File: config.mk
export PLATFORM = sky130hd
export DESIGN_NAME = change_dispenser_flat
export DESIGN_NICKNAME = d
export VERILOG_FILES = /design/src/rtl/change_dispenser_if.sv /design/src/rtl/change_dispenser.sv /design/src/flat_wrapper.sv
export SDC_FILE = /design/constraint.sdc
export NUM_CORES = 1
export LEC_CHECK = 0
export ABC_AREA = 1
export BUFFER_PORTS_ARGS = -buffer_cell sky130_fd_sc_hd__buf_4
export CAP_MARGIN = 25
export CORE_AREA = 8 8 78 114
export CTS_BUF_LIST = sky130_fd_sc_hd__clkbuf_16
export DETAILED_ROUTE_END_ITERATION = 8
export DIE_AREA = 0 0 86 122
export PLACE_DENSITY = 0.78
export SLEW_MARGIN = 15
export SYNTH_ARGS = -nofsm -noshare
export SYNTH_HDL_FRONTEND = slang
export SYNTH_SLANG_ARGS = --single-unit
export TNS_END_PERCENT = 50
File: constraint.sdc
create_clock -name clk -period 3.6 [get_ports clk]
set_clock_uncertainty 0.2 [all_clocks]
set_input_delay 0.36 -clock clk [delete_from_list [all_inputs] [get_ports clk]]
set_output_delay 0.36 -clock clk [all_outputs]
set_load 0.02 [all_outputs]
File: src/rtl/change_dispenser_if.sv
// Bundle between the vending-machine state stage and the change dispenser.
// The master side supplies the registered total and user events; the slave
// side (the dispenser) reports coins paid, completion and the idle counter.
interface change_dispenser_if #(
   parameter int TOTAL_BITS = 31,
   parameter int WAIT_BITS  = 8
);
   logic [TOTAL_BITS-1:0] i_total;
   logic                  i_activity;
   logic                  i_return_req;
   logic [2:0]            o_return_coin;
   logic [TOTAL_BITS-1:0] o_dec_amount;
   logic                  o_busy;
   logic                  o_done;
   logic [TOTAL_BITS-1:0] o_residue;
   logic [WAIT_BITS-1:0]  o_wait_count;

   modport master (
      output i_total, i_activity, i_return_req,
      input  o_return_coin, o_dec_amount, o_busy, o_done, o_residue, o_wait_count
   );

   modport slave (
      input  i_total, i_activity, i_return_req,
      output o_return_coin, o_dec_amount, o_busy, o_done, o_residue, o_wait_count
   );
endinterface

File: src/rtl/change_dispenser.sv
// Change dispenser: on a return request or idle timeout it snapshots the
// current total and pays it out greedily, one coin per cycle, largest coin
// first. All outputs are decoded from registered state only.
module change_dispenser #(
   parameter int TOTAL_BITS = 31,
   parameter int COIN0_VAL  = 100,
   parameter int COIN1_VAL  = 500,
   parameter int COIN2_VAL  = 1000,
   parameter int WAIT_TIME  = 100,
   parameter int WAIT_BITS  = 8
) (
   input  logic                clk,
   input  logic                reset,
   change_dispenser_if.slave   bus
);

   localparam logic [TOTAL_BITS-1:0] COIN0 = TOTAL_BITS'(COIN0_VAL);
   localparam logic [TOTAL_BITS-1:0] COIN1 = TOTAL_BITS'(COIN1_VAL);
   localparam logic [TOTAL_BITS-1:0] COIN2 = TOTAL_BITS'(COIN2_VAL);
   localparam logic [WAIT_BITS-1:0]  WAIT_LAST = WAIT_BITS'(WAIT_TIME - 1);

   typedef enum logic [1:0] {
      IDLE     = 2'd0,
      DISPENSE = 2'd1,
      DONE     = 2'd2
   } state_t;

   state_t                state, state_next;
   logic [TOTAL_BITS-1:0] remaining, remaining_next;
   logic [WAIT_BITS-1:0]  wait_count, wait_count_next;
   logic [2:0]            coin_sel;
   logic [TOTAL_BITS-1:0] coin_val;
   logic [TOTAL_BITS-1:0] remaining_after;
   logic                  trigger;

   // Largest coin that still fits in the amount left; zero when none fits.
   function automatic logic [2:0] pick_coin(input logic [TOTAL_BITS-1:0] amount);
      if (amount >= COIN2)      return 3'b100;
      else if (amount >= COIN1) return 3'b010;
      else if (amount >= COIN0) return 3'b001;
      else                      return 3'b000;
   endfunction

   // Value of a one-hot coin code.
   function automatic logic [TOTAL_BITS-1:0] coin_value(input logic [2:0] coin);
      case (coin)
         3'b100:  return COIN2;
         3'b010:  return COIN1;
         3'b001:  return COIN0;
         default: return '0;
      endcase
   endfunction

   // Coin presented this cycle, decoded from state and the remaining register.
   always_comb begin
      coin_sel = 3'b000;
      if (state == DISPENSE) coin_sel = pick_coin(remaining);
      coin_val        = coin_value(coin_sel);
      remaining_after = remaining - coin_val;
   end

   assign trigger = bus.i_return_req | (wait_count == WAIT_LAST);

   // Register update for state, payout amount and idle counter.
   always_ff @(posedge clk) begin
      if (reset) begin
         state      <= IDLE;
         remaining  <= '0;
         wait_count <= '0;
      end else begin
         state      <= state_next;
         remaining  <= remaining_next;
         wait_count <= wait_count_next;
      end
   end

   // Next-state logic. The last coin of a payout moves straight to DONE so
   // o_done follows it immediately; an unpayable start spends one empty
   // DISPENSE cycle first.
   always_comb begin
      state_next      = state;
      remaining_next  = remaining;
      wait_count_next = wait_count;
      case (state)
         IDLE: begin
            if (trigger) begin
               remaining_next  = bus.i_total;
               wait_count_next = '0;
               state_next      = DISPENSE;
            end else if (bus.i_activity) begin
               wait_count_next = '0;
            end else begin
               wait_count_next = wait_count + 1'b1;
            end
         end
         DISPENSE: begin
            wait_count_next = '0;
            if (coin_sel != 3'b000) begin
               remaining_next = remaining_after;
               if (remaining_after < COIN0) state_next = DONE;
            end else begin
               state_next = DONE;
            end
         end
         DONE: begin
            wait_count_next = '0;
            remaining_next  = '0;
            state_next      = IDLE;
         end
         default: begin
            wait_count_next = '0;
            remaining_next  = '0;
            state_next      = IDLE;
         end
      endcase
   end

   assign bus.o_return_coin = coin_sel;
   assign bus.o_dec_amount  = coin_val;
   assign bus.o_busy        = (state != IDLE);
   assign bus.o_done        = (state == DONE);
   assign bus.o_residue     = (state == DONE) ? remaining : '0;
   assign bus.o_wait_count  = wait_count;

endmodule

File: src/flat_wrapper.sv
// flat-port wrapper written by rule: the top's interface ports become plain ports
module change_dispenser_flat 
#(
   parameter int TOTAL_BITS = 31,
   parameter int COIN0_VAL  = 100,
   parameter int COIN1_VAL  = 500,
   parameter int COIN2_VAL  = 1000,
   parameter int WAIT_TIME  = 100,
   parameter int WAIT_BITS  = 8
)
  (clk, reset, bus_i_total, bus_i_activity, bus_i_return_req, bus_o_return_coin, bus_o_dec_amount, bus_o_busy, bus_o_done, bus_o_residue, bus_o_wait_count);
  change_dispenser_if #(.TOTAL_BITS(TOTAL_BITS), .WAIT_BITS(WAIT_BITS)) bus_i ();
  input  logic clk;
  input  logic reset;
  input wire logic [$bits(bus_i.i_total)-1:0] bus_i_total;
  input wire logic [$bits(bus_i.i_activity)-1:0] bus_i_activity;
  input wire logic [$bits(bus_i.i_return_req)-1:0] bus_i_return_req;
  output wire logic [$bits(bus_i.o_return_coin)-1:0] bus_o_return_coin;
  output wire logic [$bits(bus_i.o_dec_amount)-1:0] bus_o_dec_amount;
  output wire logic [$bits(bus_i.o_busy)-1:0] bus_o_busy;
  output wire logic [$bits(bus_i.o_done)-1:0] bus_o_done;
  output wire logic [$bits(bus_i.o_residue)-1:0] bus_o_residue;
  output wire logic [$bits(bus_i.o_wait_count)-1:0] bus_o_wait_count;
  assign bus_i.i_total = bus_i_total;
  assign bus_i.i_activity = bus_i_activity;
  assign bus_i.i_return_req = bus_i_return_req;
  assign bus_o_return_coin = bus_i.o_return_coin;
  assign bus_o_dec_amount = bus_i.o_dec_amount;
  assign bus_o_busy = bus_i.o_busy;
  assign bus_o_done = bus_i.o_done;
  assign bus_o_residue = bus_i.o_residue;
  assign bus_o_wait_count = bus_i.o_wait_count;
  change_dispenser #(.TOTAL_BITS(TOTAL_BITS), .COIN0_VAL(COIN0_VAL), .COIN1_VAL(COIN1_VAL), .COIN2_VAL(COIN2_VAL), .WAIT_TIME(WAIT_TIME), .WAIT_BITS(WAIT_BITS)) u_core (.clk(clk), .reset(reset), .bus(bus_i));
endmodule
# Yosys cells after proc, flatten, opt, wreduce, memory -nomap -nowiden
# Index checks and enable logic that the tools add are counted.
# totals
register_bits,41
inputBits,35
out_inout_bits,75
wordCells,39
# op_classes
add_sub_neg,2
order_cmp,4
eq_ne,9
mux,13
bitwise,2
reduce_logical,6
# ops
operator,count
$mux W31,3
$pmux W31 S2,1
$ge A31 B10 Y1 const B,1
$ge A31 B7 Y1 const B,1
$ge A31 B9 Y1 const B,1
$lt A31 B7 Y1 const B,1
$sub A31 B10 Y31,1
$pmux W10 S3,1
$mux W3,3
$add A8 B1 Y8 const B,1
$eq A8 B7 Y1 const B,1
$mux W2,3
$pmux W2 S2,1
$reduce_and A2 Y1,2
$reduce_or A4 Y1,1
$eq A3 B1 Y1 const B,1
$eq A3 B2 Y1 const B,1
$eq A3 B3 Y1 const B,1
$ne A3 B3 Y1 const B,1
$reduce_bool A3 Y1,1
$eq A2 B1 Y1 const B,1
$eq A2 B2 Y1 const B,1
$logic_not A2 Y1,1
$ne A2 B1 Y1 const B,1
other kinds (5),5

# Longest topological paths before layout
# logic_depth
word_depth,12
depth_mapped,30
mapped_depth_nobuf,30

# Least setup slack after synthesis
# Ideal clock, no wire load.
# synth_timing
path_type,register to register
from,register u_core.remaining[18]
to,register u_core.state[0]
setup_time_ns,0.128
arrival_time_ns,3.047
t_required_ns,3.272
setup_slack_ns,0.225
path_stages_with_launch,29
path_buffers,0
period_less_slack_ns,3.375
path_cell_list,dfxtp_1 clkinv_2 nand2_2 nor2_4 nand2_2 nor2_4 inv_1 nor3_2 inv_1 nand2_2 inv_2 nor2_2 nand2_2 inv_1 ha_1 nand2_1 nand3_1 nand2_1 nand2_1 nor2_1 nand2_1 nand2_1 nand2_1 nor2_1 nand2_1 nor2_1 nand3_1 nand2_1 a21oi_1
# synth_between
elab_chain_len,11
word_cells_on_any_way,18
cone_classes,add/sub (1); order compare (4); eq/ne (4); mux (7); reduce/logical (2)
# synth_rtl
item,line,text
"start, declared",change_dispenser.sv:29,"logic [TOTAL_BITS-1:0] remaining, remaining_next;"
"start signal, assigned",change_dispenser.sv:72,remaining <= remaining_next;
$ge A31 B7 Y1,change_dispenser.sv:40,else if (amount >= COIN0) return 3'b001;
$mux W1,change_dispenser.sv:40,
$mux W3,change_dispenser.sv:39,else if (amount >= COIN1) return 3'b010;
$mux W3 (*),change_dispenser.sv:38,if (amount >= COIN2) return 3'b100;
$mux W3 (*),change_dispenser.sv:57,if (state == DISPENSE) coin_sel = pick_coin(remaining);
"$eq A3 B1 Y1, or another cell as far along",change_dispenser.sv:46,case (coin)
$pmux W10 S3 (*),change_dispenser.sv:46,
via bus_o_dec_amount[4],flat_wrapper.sv:19,output wire logic [$bits(bus_i.o_dec_amount)-1:0] bus_o_dec_amount;
$sub A31 B10 Y31 (*),change_dispenser.sv:59,remaining_after = remaining - coin_val;
$lt A31 B7 Y1 (*),change_dispenser.sv:100,if (remaining_after < COIN0) state_next = DONE;
$ne A3 B3 Y1 (no line) (*),--,
$reduce_and A2 Y1 (no line) (*),--,
"end signal, assigned",change_dispenser.sv:71,state <= state_next;
"end, declared",change_dispenser.sv:28,"state_t state, state_next;"
# Mark *: on every way through the listed nets, which the timed path passes. The rest lies on a longest branch.
# A chain may end at the register's enable or synchronous reset.

# Worst setup path after layout
# layout_timing
from,register u_core.remaining[24]
to,register u_core.state[0]
# layout_between
elab_chain_len,11
word_cells_on_any_way,18
cone_classes,add/sub (1); order compare (4); eq/ne (4); mux (7); reduce/logical (2)
# layout_rtl
item,line
$ge A31 B7 Y1,change_dispenser.sv:40
$mux W1,change_dispenser.sv:40
$mux W3,change_dispenser.sv:39
$mux W3,change_dispenser.sv:38
$mux W3,change_dispenser.sv:57
"$eq A3 B1 Y1, or another cell as far along",change_dispenser.sv:46
$pmux W10 S3,change_dispenser.sv:46
$sub A31 B10 Y31,change_dispenser.sv:59
$lt A31 B7 Y1,change_dispenser.sv:100
$ne A3 B3 Y1 (no line),--
$reduce_and A2 Y1 (no line),--
# Parallel ways exist; a longest one is shown, timed or not.

==> impl_metrics.ini <==
[route]
drt_iter0_markers = 368
drc = 0
drt-vias-per-instance = 5.50
firstDrtPassIters = 6
avgRoutedWirePerCell_um = 18.2
vias = 4842
totalWireLength_mm = 16.0
final_antenna_net_count = 0

[yosys]
synth_compound_area_frac = 0.165
synth-edff-count = 0
yosys.area_share.adder = 0.0360
synthesis.area_um2 = 3680
muxShareOfSynthArea = 0
syn_inst = 629
synthSimpleGateAreaFrac = 0.401
synth-xor-area-share = 0.00951
synthArstFlopShare = 0
synth_most_common_cell = nand2_1
ys_ff_latch = 41
yosys-top-cells-area = dfxtp_1, nand2_1, nor2_1, inv_1, buf_4
synth_top_area_cell = dfxtp_1
synth_common_cells = nand2_1, nor2_1, inv_1
synth.avg_cell_area_um2 = 5.85
synth_top_flop_cell = dfxtp_1
synth_warnings = 0
ys_types = 41
synth_top_family_by_area = simple AND/OR/NAND/NOR gates
ys_seq_area_frac = 0.223
synth.top_cell.area_share = 0.223

[worst_hold_path]
holdPathEnd = u_core.state[0]
min-delay-start = reset
hp-class = in2reg
holdPathStages = 2

[global_routing]
track_usage = 0.279
grt_max_degree = 33
antenna_found_initial = 0
grt_pass1_vias = 4542
grt_pass1_wl_mm = 22.8
grt_remaining_overflow = 0

[floorplanning]
io_pins = 110
core_area_um2 = 7180
die_h_um = 122
num_rows = 38
die-area_um2 = 10500
start_util = 0.513
die_w_um = 86

[cts]
cts_max_level = 2
cts_made_buffers = 5
tritoncts = done
root_buffer = clkbuf_16
clock_latency_ns = 0.30
clk_pin_slew_worst_paths_ns = 0.07
holdBufCountCts = 0
tritoncts_num_sinks = 41
clockBufferDepth = 2

[layout]
seqCellArea_um2 = 827
area_growth_pct = 48.4
n_fill_cell = 598
diodes = 0
drive_gt1_frac = 0.379
fin_nets = 825
multi_input_area_um2 = 2740
stdcell_count = 881

[outcome]
run_status = finished, violations left
violations = setup timing

[worst_setup_path]
worstSetupPathType = reg2reg
worst-path-buf-inv = 7
r2r-end = u_core.state[0]
cpMaxStageDelayCell = dfxtp_1
worstPathMaxFanout = 4
cp_data_required_time_ns = 3.58
path_delay_family = simple AND/OR/NAND/NOR gates
crit_path_end_kind = flip-flop
max_stage_delay_ns = 0.32
reg2reg_depth = 28
rr_startpoint = u_core.remaining[24]
critPathLaunchType = flip-flop
rrSetupSlack_ns = -0.03
arrival_ns = 3.60

[timing]
whs_ns = 0.131
tightest_slew_ns = 0.873
period_share = 1.01
finalCriticalPeriod_ns = 3.63
fmax_mhz = 276
setup_ws_ns = -0.0253
rsz0062_at_grt = true
setup_viol = 1
slew_violations = 0
hold_violations = 0
maxSlewHeadroom = 0.418

[pwr]
power.leakage_nw = 2.69
vdd_drop_max_v = 0.000381
powerDensity_nw_per_um2 = 486

[job]
cap_violations = 0

[placed_design]
post-place-ws_ns = -0.138
dp_hpwl_mm = 11.6
io_buffers = 86
place_congestion = 1.02
post-place-cells = 856
-- cell type report --
| cell class | count | area share |
|---|---|---|
| well taps | 100 | 0.0229 |
| clock inverters | 3 | 0.00756 |
| clock buffers | 5 | 0.0229 |
| multi-input cells | 482 | 0.501 |
| flip-flops and latches | 41 | 0.151 |
| repair buffers | 166 | 0.235 |
| inverters | 84 | 0.0589 |
-- timing repair --
| action | CTS | global route |
|---|---|---|
| setup buffers | 3 | 13 |
| resized for setup | 26 | 93 |
| pin swaps | 8 | 51 |
| setup endpoints to repair | 3 | 19 |
-- cell families after synthesis --
group	Yosys count
buf+inv	128
other cells	1
simple gates	343
xor+xnor	4
flops	41
fa+ha+maj	10
compound gates	102
-- power by group --
part           internal (mW)  leakage, nW  switching (mW)
combinational          0.619         2.28           0.957
clock                  0.325       0.0775           0.206
sequential             0.502        0.339          0.0450
total                   1.45         2.69            1.21
-- metal layers --
layer  track usage  vias up  routed length [um]
met3        0.0526       83                1230
met2         0.511      306                8230
met5             0        -                   0
li1              -     2272                   -
met4         0.217        0                1240
met1         0.266     2181                5290
-- how the worst max path moves through the flow --
stage / endpoint / startpoint / cells past startpoint
floorplan: u_core.state[0] / u_core.remaining[18] / 28
global placement: u_core.state[0] / u_core.remaining[23] / 27
detailed placement: u_core.state[0] / u_core.remaining[23] / 27
CTS: u_core.state[0] / u_core.remaining[23] / 27
global route: u_core.state[0] / u_core.remaining[24] / 29
finish: u_core.state[0] / u_core.remaining[24] / 28
-- cells in the final DEF (no fill, tap or decap), types with 5 or more instances in the layout --
cell,synthesis,routed
nand3_2,1,7
nor2_4,3,8
dfxtp_1,41,38
a22o_1,10,10
ha_4,0,6
buf_6,3,5
o21ai_1,17,19
nor2_1,97,82
nand2_2,7,31
a21oi_2,7,9
buf_4,27,160
nand3_1,39,31
a21oi_1,34,31
nand4_1,14,14
nand2_1,166,129
clkbuf_16,0,5
inv_1,70,62
inv_2,12,18
o21ai_0,21,19
nor2_2,2,12
a22oi_1,7,7
conb_1,1,23
nand2_4,0,13
-- state kept, by name (all words and copies together), names as in the netlist --
name and count:
u_core.state 2, u_core.bus.o_wait_count 8, u_core.remaining 31
-- worst register-to-register path, delay by kind of cell (launching register included) --
family | cells | cell delay, ns
buffers and inverters | 7 | 0.69
adders and majority gates | 1 | 0.24
and+or+nand+nor | 18 | 1.87
AOI/OAI and AO/OA | 2 | 0.17
DFF | 1 | 0.32
-- metrics by stage --
step	TNS, ns	cell area (um2)	util	power, mW
6_report	-0.0253	5460	0.761	2.65
3_5_place_dp	-0.222	4720	0.657	1.76
3_3_place_gp	-0.0949	4720	0.657	1.74
2_1_floorplan	0	3760	-	1.29
5_1_grt	-0.929	5460	0.761	2.78
4_1_cts	0	5010	0.698	2.35
No activity file was read; power rests on OpenSTA's default activity.
